## src/rtl/anf_pkg.sv

```systemverilog
// Shared definitions for the ANF pipeline: scan FSM states, popcount helper and
// width helpers sized from log2 of the vector length.
package anf_pkg;

  typedef enum logic [1:0] {
    StIdle,
    StScan,
    StDone
  } anf_state_e;

  function automatic int unsigned popcount(input logic [31:0] v);
    int unsigned c;
    c = 0;
    for (int i = 0; i < 32; i++) begin
      c += {31'd0, v[i]};
    end
    return c;
  endfunction

  // Degree never exceeds log2(N), so it needs clog2(log2(N)+1) bits.
  function automatic int unsigned deg_width(input int unsigned log2_n);
    return $clog2(log2_n + 1);
  endfunction

  // Monomial count ranges 0..N inclusive.
  function automatic int unsigned cnt_width(input int unsigned log2_n);
    return log2_n + 1;
  endfunction

endpackage

```

## src/rtl/anf_lane_reduce.sv

```systemverilog
// Combinational reduction of one scan chunk: number of set coefficients and the
// highest index weight among them, given the chunk's base vector position.
module anf_lane_reduce
  import anf_pkg::*;
#(
  parameter int unsigned LOG2_N = 7,
  parameter int unsigned LANES = 8,
  localparam int unsigned DW = deg_width(LOG2_N),
  localparam int unsigned LW = $clog2(LANES) + 1
) (
  input  logic [LANES-1:0]  bits,
  input  logic [LOG2_N-1:0] base,
  output logic [LW-1:0]     lane_count,
  output logic [DW-1:0]     lane_degree
);

  logic [DW-1:0] weight [LANES];

  // base is LANES-aligned, so OR-ing the lane number yields the vector position.
  always_comb begin
    for (int j = 0; j < LANES; j++) begin
      weight[j] = DW'(popcount(32'(base | LOG2_N'(j))));
    end
  end

  always_comb begin
    lane_count  = '0;
    lane_degree = '0;
    for (int j = 0; j < LANES; j++) begin
      if (bits[j]) begin
        lane_count = lane_count + LW'(1);
        if (weight[j] > lane_degree) begin
          lane_degree = weight[j];
        end
      end
    end
  end

endmodule

```

## src/rtl/anf_degree_scan.sv

```systemverilog
// Captures one ANF coefficient vector per handshake, scans it LANES positions per
// cycle with fixed latency, and presents degree, monomial count and zero flag.
module anf_degree_scan
  import anf_pkg::*;
#(
  parameter int unsigned N = 128,
  parameter int unsigned LOG2_N = 7,
  parameter int unsigned LANES = 8,
  localparam int unsigned DW = deg_width(LOG2_N)
) (
  input  logic            clk,
  input  logic            rst,
  input  logic            in_valid,
  output logic            in_ready,
  input  logic [0:N-1]    in_anf,
  output logic            out_valid,
  input  logic            out_ready,
  output logic [DW-1:0]   out_degree,
  output logic [LOG2_N:0] out_count,
  output logic            out_zero
);

  localparam int unsigned CHUNKS = N / LANES;
  localparam int unsigned PW = (CHUNKS > 1) ? $clog2(CHUNKS) : 1;
  localparam int unsigned LW = $clog2(LANES) + 1;
  localparam int unsigned CW = cnt_width(LOG2_N);
  localparam logic [PW-1:0] LastPtr = PW'(CHUNKS - 1);

  anf_state_e state_q, state_d;
  logic [0:N-1]  anf_q, anf_d;
  logic [PW-1:0] ptr_q, ptr_d;
  logic [DW-1:0] deg_q, deg_d;
  logic [CW-1:0] cnt_q, cnt_d;
  logic          zero_q, zero_d;

  logic [LANES-1:0]  chunk;
  logic [LOG2_N-1:0] base;
  logic [LW-1:0]     lane_count;
  logic [DW-1:0]     lane_degree;
  logic [CW-1:0]     cnt_sum;

  // The shadow register shifts toward position 0, so the current chunk is always
  // at the front; ptr only supplies the index weights.
  always_comb begin
    for (int j = 0; j < LANES; j++) begin
      chunk[j] = anf_q[j];
    end
  end

  assign base = LOG2_N'(ptr_q) << $clog2(LANES);

  anf_lane_reduce #(
    .LOG2_N(LOG2_N),
    .LANES (LANES)
  ) u_lane_reduce (
    .bits       (chunk),
    .base       (base),
    .lane_count (lane_count),
    .lane_degree(lane_degree)
  );

  assign cnt_sum = cnt_q + CW'(lane_count);

  always_comb begin
    state_d = state_q;
    anf_d   = anf_q;
    ptr_d   = ptr_q;
    deg_d   = deg_q;
    cnt_d   = cnt_q;
    zero_d  = zero_q;
    case (state_q)
      StIdle: begin
        if (in_valid) begin
          anf_d   = in_anf;
          ptr_d   = '0;
          deg_d   = '0;
          cnt_d   = '0;
          zero_d  = 1'b0;
          state_d = StScan;
        end
      end
      StScan: begin
        anf_d = anf_q << LANES;
        ptr_d = ptr_q + PW'(1);
        cnt_d = cnt_sum;
        if (lane_degree > deg_q) begin
          deg_d = lane_degree;
        end
        if (ptr_q == LastPtr) begin
          zero_d  = (cnt_sum == '0);
          state_d = StDone;
        end
      end
      StDone: begin
        if (out_ready) begin
          state_d = StIdle;
        end
      end
      default: state_d = StIdle;
    endcase
  end

  always_ff @(posedge clk) begin
    if (rst) begin
      state_q <= StIdle;
      ptr_q   <= '0;
      deg_q   <= '0;
      cnt_q   <= '0;
      zero_q  <= 1'b0;
    end else begin
      state_q <= state_d;
      ptr_q   <= ptr_d;
      deg_q   <= deg_d;
      cnt_q   <= cnt_d;
      zero_q  <= zero_d;
    end
  end

  // Pure data; its contents only matter once a capture has occurred.
  always_ff @(posedge clk) begin
    anf_q <= anf_d;
  end

  assign in_ready   = (state_q == StIdle) && !rst;
  assign out_valid  = (state_q == StDone);
  assign out_degree = deg_q;
  assign out_count  = cnt_q;
  assign out_zero   = zero_q;

endmodule

```

## config.mk

```make
export PLATFORM = sky130hd
export DESIGN_NAME = anf_degree_scan
export DESIGN_NICKNAME = d
export VERILOG_FILES = /design/src/rtl/anf_pkg.sv /design/src/rtl/anf_lane_reduce.sv /design/src/rtl/anf_degree_scan.sv
export SDC_FILE = /design/constraint.sdc
export NUM_CORES = 1
export LEC_CHECK = 0
export CORE_MARGIN = 4
export CORE_UTILIZATION = 40
export DETAILED_ROUTE_END_ITERATION = 10
export HOLD_SLACK_MARGIN = 0.03
export PLACE_DENSITY = 0.69
export SETUP_SLACK_MARGIN = 0.05
export SYNTH_ARGS = -nofsm -noshare
export SYNTH_HDL_FRONTEND = slang
export SYNTH_SLANG_ARGS = --single-unit
export TNS_END_PERCENT = 5
```

## constraint.sdc

```tcl
create_clock -name clk -period 27.6 [get_ports clk]
set_clock_uncertainty 0.2 [all_clocks]
set_input_delay 8.28 -clock clk [delete_from_list [all_inputs] [get_ports clk]]
set_output_delay 8.28 -clock clk [all_outputs]
set_load 0.01 [all_outputs]
```

==> metrics, run 1 <==
r2r endpoint=out_degree[1]; Cells after Synth=around 860; largest net degree at the start of global routing=between 100 and 150; Max Cap Viol=0; Post-CTS Setup Repair Bufs=0; most common cell after layout, fill and taps aside=nand2_1; slowest CP cell=clkdlybuf4s50_1; Clk pin slew, worst setup/hold paths=~60 ps; max-slew violation count=0; IO Pins=approximately 150; Slew Limit Headroom=between 20% and 30%; Hold Crit Class=flip-flop to flip-flop; core area=19700 um^2; Fin Setup TNS=0 ps; vias in the first global route=5924; RR Startpoint=ptr_q[0]; worst-skew pair later-pin latency=420 ps; clock power share=33.2%; most frequent cells in the layout=382 x nand2_1, 145 x clkdlybuf4s50_1, 128 x edfxtp_1; First-pass DRT Iterations=5; crit end category=output port; CTS Hold Bufs=0; most numerous cell on the critical path=clkdlybuf4s50_1; Non-Filler Instances=1266; CTS tree=done; post-route ant nets=0; gpl congestion=around 0.85; Min Clock Period, post-route=about 18000 ps; worst-margin pin slew=between 1000 and 1500 ps; critical-path cell list=clkdlybuf4s50_1 > nor3_1 > clkdlybuf4s50_1; crit-path max cell delay=~800 ps; Power Density=roughly 69 nW/um^2; GRT Total Usage=~16%; Sw Pwr=0.000208 W; GRT overflow=0; Startpoint Class=input pin; DRC violations left=0; Seq/Total Area, Yosys=between 50% and 60%; final wirelength=roughly 18 mm; Row Count=51; first-pass GRT wire length=28.6 mm; Sequential Power Share=around two fifths; CTS Sinks=around 150; CP Class=input pin to output port; placed insts=1235; fraction of layout cells with a size suffix above 1=5.79%; Layout area overhead=28.1%; Hold Path Depth=2; crit path DAT=a little under 10000 ps; CTS resizes=0; hold path startpoint=anf_q[32]; Port Buffers=between 100 and 150; die area=~22000 um^2; Internal=just over 0.0005 W; leakage=4.44 nW; Avg Cell Area, Syn=9.34 um^2; delay-heaviest family, CP=buffers and inverters; Final Hold Viols=0; initial antenna violation count=0; Seq cells post-synth=146; clk buf depth=2; Worst Path Buf+Inv=2; Worst IR Drop VDD=a little over 0.04 mV; Yosys Warn Count=0; routed len/inst=roughly 14 um; switching part of the total power=between 20% and 30%; reg2reg setup slack=15190 ps; Crit path required time=between 15000 and 20000 ps; crit path max fanout=20; number of CTS-inserted buffers=17; Setup violations, final=0; Fmax=around 54 MHz; Net Count, Synth=~1000; H-Tree Depth=4; ys async rst share=0%; 1st-iter DRT viols=242; worst hold endpoint=anf_q[24]; Die W=about 150 um; Clock Tree Root=clkbuf_16; R2R cell count=about 50; final worst-path cycle share=around two thirds; Synth Cell Area=8050 um^2; Post-synth EDFFs=~130; combinational power share=roughly 28%; Yosys cell types=62; dpl hpwl=around 12 mm; Inserted Diodes=0; Initial Util=roughly two fifths; Die Y=between 100 and 150 um; DR vias/cell=roughly 4.9; DR vias=about 6000; NumNets Final=1170; Post-synth top flop=edfxtp_1; unrepaired setup endpoints after global routing=false; status=complete, no violations
## flip-flops by register name, summed over array words and instances, names as in the netlist
register / cells
anf_q: 128
out_count: 8
out_degree: 3
out_zero: 1
ptr_q: 4
state_q: 2
## cells in the mapped netlist, types with 5 or more instances
cell      number  area (um^2)
fa_1           6          120
ha_1          43          538
edfxtp_1     128         3840
o21a_1         5         37.5
nand2_1      382         1430
nor2b_1        9         56.3
inv_1         32          120
a22oi_1        6         45.0
clkbuf_1      26         97.6
nor3b_1        6         45.0
nand3_1       14         70.1
xnor2_1        8         70.1
a21oi_1       17         85.1
o31ai_1        5         37.5
o21ai_0       12         60.1
dfxtp_1       18          360
o31a_1         5         43.8
buf_1         10         37.5
and2_1        11         68.8
nor2_1        34          128
xor2_1         5         43.8
mux2_2         5         56.3
## cell type report
type,count,area [um^2]
clock buffers,17,425
clock inverters,14,178
fillers,1853,9350
inverters,32,123
multi-input cells,644,3570
flip-flops and latches,146,4200
well taps,265,332
repair buffers,148,1470
## worst reg2reg max path, delay by kind of cell (launching register included)
family / cells / cell delay, ps
simple gates: 14 / 1860
buf+inv: 4 / 420
mux: 4 / 1420
flops: 1 / 450
compound gates: 18 / 4290
fa+ha+maj: 11 / 3650
## layer usage
metal / vias to the layer above / global-route usage, % / share of wire [%]
met5: - / 0 / 0
met3: 23 / 5.09 / 6.2
met2: 138 / 25.8 / 46
met4: 0 / 5.17 / 1.8
li1: 3172 / - / -
met1: 2825 / 20.6 / 46
## power by group through the flow
stage / registers, W / logic [W] / clock network, W
global route: 0.000284 / 0.000224 / 0.000251
finish: 0.000281 / 0.000196 / 0.000237
detailed placement: 0.000286 / 0.000196 / 0
floorplan: 0.000284 / 0.000140 / 0
CTS: 0.000281 / 0.000198 / 0.000241
global placement: 0.000285 / 0.000191 / 0
## stage by stage
stage / utilization, % / cell area (um^2) / setup slack (ps) / hold WS, ps / total power [W]
6_report: 52.5 / 10300 / 9170 / 302 / 0.000714
4_1_cts: 52.5 / 10300 / 9180 / 303 / 0.000720
2_1_floorplan: - / 8050 / 10400 / 284 / 0.000424
3_5_place_dp: 49.4 / 9710 / 9170 / 291 / 0.000482
5_1_grt: 52.5 / 10300 / 9080 / 323 / 0.000758
3_3_place_gp: 49.4 / 9710 / 9160 / 288 / 0.000476
## worst max-delay path by stage
stage,from,to,slack (ps),cells after the start
6_report,rst,in_ready,9170,3
5_1_grt,rst,in_ready,9080,3
4_1_cts,rst,in_ready,9180,3
3_5_place_dp,rst,in_ready,9170,3
3_3_place_gp,rst,in_ready,9160,3
2_1_floorplan,rst,in_ready,10400,2
## kinds of logic (layout without fill, tap and decap cells)
family	count (synthesis)	in the layout	synth area share [%]
DFF	146	146	52.3
AOI/OAI and AO/OA	86	86	7.67
buffers and inverters	71	211	3.51
muxes	10	10	1.51
xor gates and xnor gates	17	17	2.32
adders and majority gates	49	49	8.18
and+or+nand+nor	482	482	24.6
(Power assumes the default switching activity.)
==> inputs of run 2 (changes only) <==
- clock period: 27.6 -> 19.1 ns (I/O delays scaled with it)
==> run 2 against run 1 <==
Setup slack got worse by 3400 ps. Final cell count about the same. Critical path depth unchanged. Critical endpoint unchanged. Count of clock-buffer cells in the layout unchanged. Register-to-register slack got worse by 8400 ps. Global-route usage decreased by 0.15 points. Clock power increased by 37%. Final area decreased by 0.34%. Routed wire length decreased by 1.1%. First-iteration DRC count increased by 12%. Combinational power increased by 45%.
==> metrics, run 2 (synthesis gave the netlist of run 1 again) <==
Area after DPL=9710 um^2 (unchanged); finished layout cell area=10300 um^2 (-0.34%); gpl congestion=0.829 (-2.4%); status=complete, no violations; most numerous cell on the critical path=clkdlybuf4s50_1; Worst IR Drop VDD=0.0680 mV (+64%); Hold Crit Class=flip-flop to flip-flop; H-Tree Depth=4 (unchanged); unrepaired setup endpoints after global routing=false; R2R cell count=52 (+2.0%); dpl hpwl=12.2 mm (-0.90%); Die W=150 um (unchanged); IO Pins=146 (unchanged); First-pass DRT Iterations=4 (-1); routed len/inst=14.0 um (-1.2%); crit path capture=in_ready; post-route ant nets=0 (unchanged); Fmax=between 70 and 80 MHz; CTS resizes=0 (unchanged); crit-path max cell delay=780 ps (-20 ps); area of the multi-input gates=3570 um^2 (unchanged); CP Class=input pin to output port; initial antenna violation count=0 (unchanged); slowest CP cell=clkdlybuf4s50_1; worst-skew pair later-pin latency=420 ps (about the same); Setup crit start=rst; first-pass GRT wire length=28.4 mm (-0.46%); placed insts=1235 (unchanged); Inserted Diodes=0 (unchanged); r2r endpoint=out_degree[0]; fin util=52.3% (-0.18 points); crit end category=output port; GRT Total Usage=15.9% (-0.15 points); most frequent cells in the layout=382 x nand2_1, 145 x clkdlybuf4s50_1, 128 x edfxtp_1; core area=19700 um^2 (unchanged); Non-Filler Instances=1267 (+0.079%); CTS Sinks=146 (unchanged); number of CTS-inserted buffers=17 (unchanged); Clk pin slew, worst setup/hold paths=60 ps (about the same); GRT overflow=0 (unchanged); max-slew violation count=0 (unchanged); final worst-path cycle share=roughly 70%; Final Hold Viols=0 (unchanged); CTS Hold Bufs=0 (unchanged); Layout area overhead=27.7%; Max Cap Viol=0 (unchanged); Die Y=150 um (unchanged); DRC violations left=0 (unchanged); crit path DAT=7390 ps (-2560 ps); largest net degree at the start of global routing=104 (-1.9%); NumNets Final=1170 (unchanged); Fin Setup TNS=0 ps (unchanged); Clock Tree Root=clkbuf_16; DR vias=6093 (-1.1%); RR Startpoint=ptr_q[0]; reg2reg setup slack=6790 ps (-8400 ps); Row Count=51 (unchanged); Power Density=98.7 nW/um^2 (+43%); fraction of layout cells with a size suffix above 1=5.89% (+0.094 points); Min Clock Period, post-route=approximately 13000 ps; Slew Limit Headroom=30.1% (+2.7 points); setup ws final=5780 ps (-3390 ps); max reg flops=128 (unchanged); DR vias/cell=4.81 (-1.1%); most common cell after layout, fill and taps aside=nand2_1; 1st-iter DRT viols=271 (+12%); vias in the first global route=5878 (-0.78%); dpl ws=5770 ps (-3400 ps); CTS tree=done; Filler Cells Inserted=1830 (-1.2%); critical-path cell list=clkdlybuf4s50_1 > nor3_1 > clkdlybuf4s50_1; Port Buffers=145 (unchanged); Crit path required time=13170 ps (-5950 ps); worst-margin pin slew=1050 ps (-40.1 ps); die area=22400 um^2 (unchanged); Initial Util=40.9% (unchanged); final wirelength=17.7 mm (-1.1%); clk buf depth=2 (unchanged); leakage=4.42 nW (-0.41%); Biggest register=anf_q; Startpoint Class=input pin; Post-CTS Setup Repair Bufs=0 (unchanged); Setup violations, final=0 (unchanged); FF+latch area=4200 um^2 (unchanged); crit path max fanout=20 (unchanged)
-- run 2: cell count changes in the layout (fill, tap and decap cells not counted), sizes merged --
cell	delta
bufinv	-2
clkinv	-2
clkinvlp	+1
inv	+4
-- run 2: final cells by class --
cell class	count	share of cell area, %
Sequential cell	146	40.9
Multi-Input combinational cell	644	34.8
Timing Repair Buffer	148	14.3
Clock buffer	17	4.14
Tap cell	265	3.23
Clock inverter	15	1.39
Inverter	32	1.19
-- run 2: routing by layer --
layer | share of wire [%] | vias up | global-route usage (%) | routed length [um]
met3 | 5.9 | 16 | 4.88 | 1050
met5 | 0 | - | 0 | 0
met4 | 0.97 | 0 | 3.75 | 172
li1 | - | 3164 | - | -
met1 | 45 | 2783 | 20.4 | 8060
met2 | 48 | 130 | 26.4 | 8450
-- run 2: how the worst min path moves through the flow --
stage / slack (ps) / from / end / cells past startpoint
detailed placement: 290 / anf_q[43] / anf_q[35] / 2
global placement: 290 / anf_q[117] / anf_q[109] / 2
CTS: 300 / anf_q[49] / anf_q[41] / 2
finish: 300 / anf_q[51] / anf_q[43] / 2
floorplan: 280 / anf_q[8] / anf_q[0] / 2
global route: 320 / anf_q[46] / anf_q[38] / 2
-- run 2: power by group --
group	internal, W	switching (W)	total (W)
combinational	0.000135	0.000149	0.000284
sequential	0.000390	0.0000160	0.000406
clock	0.000183	0.000141	0.000324
total	0.000708	0.000306	0.00101
-- run 2: stage by stage --
| step | total power (W) | hold slack (ps) |
|---|---|---|
| 3_5_place_dp | 0.000697 | 290 |
| 3_3_place_gp | 0.000689 | 287 |
| 2_1_floorplan | 0.000613 | 284 |
| 6_report | 0.00101 | 300 |
| 4_1_cts | 0.00102 | 299 |
| 5_1_grt | 0.00108 | 317 |
-- run 2: worst max-delay path: cells and delay by family --
kind | cells | cell delay [ps]
buffers and inverters | 2 | 1360
AND/OR/NAND/NOR | 1 | 300
==> inputs of run 3 (changes only) <==
- PLACE_DENSITY: 0.69 -> 0.71
- clock period: 19.1 -> 12.1 ns (I/O delays scaled with it)
==> run 3 against run 2 <==
Clock power up 75%. Critical path depth grew 50. Worst hold slack improved by 5.5 ps. Routed wire length rose by 1.6%. Largest cell class unchanged. Register-to-register slack got worse by 6200 ps. Via count grew 0.41%.
==> metrics, run 3 (synthesis gave the netlist of run 1 again) <==
status=complete, no violations; Sequential Power Share=38.2% (-1.8 points); CTS Hold Bufs=0 (unchanged); vias in the first global route=5851 (-0.46%); Worst Path Buf+Inv=4 (+2); IO Pins=146 (unchanged); Hold Crit Class=flip-flop to flip-flop; Clk pin slew, worst setup/hold paths=60 ps (about the same); slowest CP cell=fa_2; clock power share=33.7% (+1.8 points); most frequent cells in the layout=379 x nand2_1, 145 x clkdlybuf4s50_1, 128 x edfxtp_1; delay-heaviest family, CP=adder cells; core area=19700 um^2 (unchanged); CTS tree=done; Setup violations, final=0 (unchanged); die area=22400 um^2 (unchanged); clk buf depth=2 (unchanged); final wirelength=18.0 mm (+1.6%); Fin Hold WS=305 ps (+5.48 ps); Internal=0.00118 W (+66%); max-slew violation count=0 (unchanged); Final Hold Viols=0 (unchanged); Fin Setup TNS=0 ps (unchanged); DR vias/cell=4.80 (-0.14%); leakage=4.50 nW (+1.8%); most common cell after layout, fill and taps aside=nand2_1; Sw Pwr=0.000501 W (+64%); Worst IR Drop VDD=0.0898 mV (+32%); crit end category=flip-flop; Die W=150 um (unchanged); Biggest register=anf_q; First-pass DRT Iterations=4 (unchanged); fraction of layout cells with a size suffix above 1=8.03% (+2.1 points); NumNets Final=1177 (+0.60%); crit-path max cell delay=580 ps (-200 ps); Clock Tree Root=clkbuf_16; DRC violations left=0 (unchanged); initial antenna violation count=0 (unchanged); first-pass GRT wire length=28.7 mm (+0.75%); Layout area overhead=29.8%; Startpoint Class=flip-flop; largest net degree at the start of global routing=101 (-2.9%); worst-skew pair later-pin latency=430 ps (about the same); H-Tree Depth=4 (unchanged); switching part of the total power=29.8% (-0.36 points); Initial Util=40.9% (unchanged); GRT overflow=0 (unchanged); number of CTS-inserted buffers=17 (unchanged); Row Count=51 (unchanged); dpl hpwl=12.4 mm (+1.2%); Slew Limit Headroom=24.9% (-5.2 points); CTS Sinks=146 (unchanged); Die Y=150 um (unchanged); worst-margin pin slew=1130 ps (+78.0 ps); Fmax=approximately 87 MHz; crit path DAT=11620 ps (+4230 ps); CP Class=flip-flop to flip-flop; Max Cap Viol=0 (unchanged); Power Density=161 nW/um^2 (+63%); final worst-path cycle share=between 90% and 100%; gpl congestion=0.871 (+5.1%); 1st-iter DRT viols=255 (-5.9%); max reg flops=128 (unchanged); most numerous cell on the critical path=ha_1; routed len/inst=14.1 um (+1.1%); Port Buffers=145 (unchanged); Inserted Diodes=0 (unchanged); post-route ant nets=0 (unchanged); crit path max fanout=6 (-70%); Crit path required time=12200 ps (-970 ps); combinational power share=28.1% (about the same); Min Clock Period, post-route=approximately 12000 ps; GRT Total Usage=16.1% (+0.17 points); DR vias=6118 (+0.41%)
[run 3: worst paths after layout]
path | cells past startpoint | endpoint | slack, ps | start
setup / recovery | 53 | out_degree[0] | 590 | ptr_q[0]
hold / removal | 2 | anf_q[59] | 310 | anf_q[67]
setup reg to reg | 53 | out_degree[0] | 590 | ptr_q[0]
hold reg to reg | 2 | anf_q[59] | 310 | anf_q[67]
[run 3: layout make-up]
| class | count | area (um^2) |
|---|---|---|
| fill | 1790 | 9210 |
| sequential | 146 | 4210 |
| multi-input combinational | 644 | 3610 |
| timing repair buffer | 155 | 1530 |
| clock buffer | 17 | 425 |
| tap | 265 | 332 |
| clock inverter | 15 | 214 |
| inverter | 32 | 123 |
[run 3: through the flow]
| step | cells | area, um^2 | power [W] | worst slack [ps] | util, % |
|---|---|---|---|---|---|
| after floorplan | 861 | 8050 | 0.000968 | 865 | - |
| after global placement | 1236 | 9710 | 0.00109 | 171 | 49.4 |
| after detailed placement | 1236 | 9710 | 0.00110 | -196 | 49.4 |
| after CTS | 1270 | 10400 | 0.00168 | 157 | 52.8 |
| after global routing | 1274 | 10400 | 0.00178 | -82.6 | 53.1 |
| final | 1274 | 10400 | 0.00168 | 586 | 53.1 |
[run 3: worst reg2reg max path: cells and delay by family (launching register included)]
family | cells | cell delay [ps]
AOI/OAI and AO/OA | 19 | 3630
adders and majority gates | 11 | 3660
buffers and inverters | 4 | 300
DFF | 1 | 380
muxes | 4 | 1330
and+or+nand+nor | 15 | 1900
[run 3: what timing repair did]
item | 4_1_cts | 5_1_grt
hold endpoints to repair | 0 | 0
setup endpoints to repair | 3 | 3
resized for setup | 1 | 17
pin swaps | 2 | 5
buffers inserted | 2 | 4
[run 3: power by group through the flow]
stage                     registers, W  logic (W)  clock network (W)
after global placement        0.000651   0.000437                  0
after detailed placement      0.000652   0.000450                  0
after floorplan               0.000649   0.000319                  0
after CTS                     0.000642   0.000457           0.000577
final                         0.000641   0.000473           0.000566
after global routing          0.000647   0.000530           0.000600
[run 3: layer usage]
| layer | part of all wire (%) | vias to the layer above | GRT usage (%) |
|---|---|---|---|
| met5 | 0 | - | 0 |
| met1 | 44 | 2790 | 20.1 |
| met2 | 47 | 136 | 25.9 |
| met3 | 7.5 | 20 | 6.12 |
| met4 | 1.6 | 0 | 4.94 |
| li1 | - | 3172 | - |
==> variant: new RTL, config.mk and constraints of run 2 <==
`LOG2_N` is set to 7 in 2 places; all go to 8.
--- a/src/rtl/anf_lane_reduce.sv
+++ b/src/rtl/anf_lane_reduce.sv
@@ -3,7 +3,7 @@
 module anf_lane_reduce
   import anf_pkg::*;
 #(
-  parameter int unsigned LOG2_N = 7,
+  parameter int unsigned LOG2_N = 8,
   parameter int unsigned LANES = 8,
   localparam int unsigned DW = deg_width(LOG2_N),
   localparam int unsigned LW = $clog2(LANES) + 1
--- a/src/rtl/anf_degree_scan.sv
+++ b/src/rtl/anf_degree_scan.sv
@@ -4,7 +4,7 @@
   import anf_pkg::*;
 #(
   parameter int unsigned N = 128,
-  parameter int unsigned LOG2_N = 7,
+  parameter int unsigned LOG2_N = 8,
   parameter int unsigned LANES = 8,
   localparam int unsigned DW = deg_width(LOG2_N)
 ) (
Interface: changed (resized out_count and out_degree); port bits go from 146 to 148. No check against the original RTL was run, so the function may have changed too.
==> variant against run 2 <==
Cell area grew 2.3%; utilization shrank 0.31 points; synthesized area grew 2.0%; critical endpoint unchanged; register-to-register slack lost 0.11 ns; power grew 0.75%; worst hold slack lost 0.014 ns; wire length grew 2.9%; sequential cell count grew 2; sequential share of layout area shrank 0.55 points; setup slack lost 0.036 ns; sequential power grew 1%; non-clock buffer count grew 3; synthesized cell count grew 2.8%.
==> variant: results <==
outcome:
  status: "finished clean"
grt:
  met2_usage: 0.277
  first_global_vias: 6060
  antenna_found_initial: 1
  grt_max_degree: 75
  grt_use_met1: 0.182
  grt.total_usage: 0.160
  use_met3: 0.0613
worst_setup_path:
  reg2reg_depth: 54
  regToRegSetupSlack_ns: 6.68
  cp_data_arrival_time_ns: 7.42
power:
  leakagePower_nw: 4.52
routing:
  avgRoutedWirePerCell_um: 14.1
  wl_met2_um: 8970
  first_pass_iters: 5
  drt_iter0_markers: 320
  wl_met3_um: 1560
sta:
  worst_pin_slew_ns: 0.860
cells_and_area:
  regArea_um2: 4240
  nNetsFinal: 1200
  buffer_area_frac: 0.143
  drive_gt1_frac: 0.0517
  buffers: 151
  seq_cells: 148
placed_design:
  io_buffers: 147
  place_hpwl_um: 12900
synthesis:
  synthXorXnorAreaFrac: 0.0303
  synth_area_leaders: "edfxtp_1, nand2_1, ha_1"
  synth_cell_types: 56
  synth_compound_area_frac: 0.0764
## variant: cell count changes after synthesis, moves of 4 or more
cell	delta
ha_1	+7
a21oi_1	+5
buf_1	-5
clkbuf_1	+7
a22o_1	+4
nor3b_1	-6
nor2_1	+8
nor2b_1	+6
nand3_1	-7
o221a_2	+4
o31a_1	-5
## variant: worst max-delay path, delay by kind of cell
family,cells,cell delay (ns)
buffers and inverters,2,1.37
and+or+nand+nor,1,0.32
## variant: kinds of logic after synthesis
family          after synthesis
simple gates                487
fa+ha+maj                    56
flops                       148
mux                           6
compound gates               91
xor+xnor                     19
buf+inv                      78
## variant: through the flow
stage          hold WS, ns   util  total power, W  setup slack [ns]  cell area (um2)
5_1_grt              0.318  0.520         0.00108              5.58            10500
4_1_cts              0.288  0.520         0.00103              5.75            10500
2_1_floorplan        0.284      -        0.000607              6.99             8210
6_report             0.286  0.520         0.00102              5.75            10500
3_3_place_gp         0.273  0.489        0.000677              5.75             9890
3_5_place_dp         0.278  0.489        0.000686              5.75             9890
## variant: worst min path at each step
stage | from | end | slack (ns) | cells past startpoint
floorplan | anf_q[8] | anf_q[0] | 0.28 | 2
global placement | out_degree[0] | out_degree[0] | 0.27 | 2
detailed placement | out_degree[0] | out_degree[0] | 0.28 | 2
CTS | out_degree[0] | out_degree[0] | 0.29 | 2
global route | anf_q[8] | anf_q[0] | 0.32 | 2
finish | out_degree[0] | out_degree[0] | 0.29 | 2
## variant: power breakdown
| group | switching [W] | total, W | internal (W) |
|---|---|---|---|
| sequential | 0.0000180 | 0.000411 | 0.000393 |
| clock | 0.000155 | 0.000345 | 0.000190 |
| combinational | 0.000137 | 0.000266 | 0.000129 |
| total | 0.000310 | 0.00102 | 0.000712 |
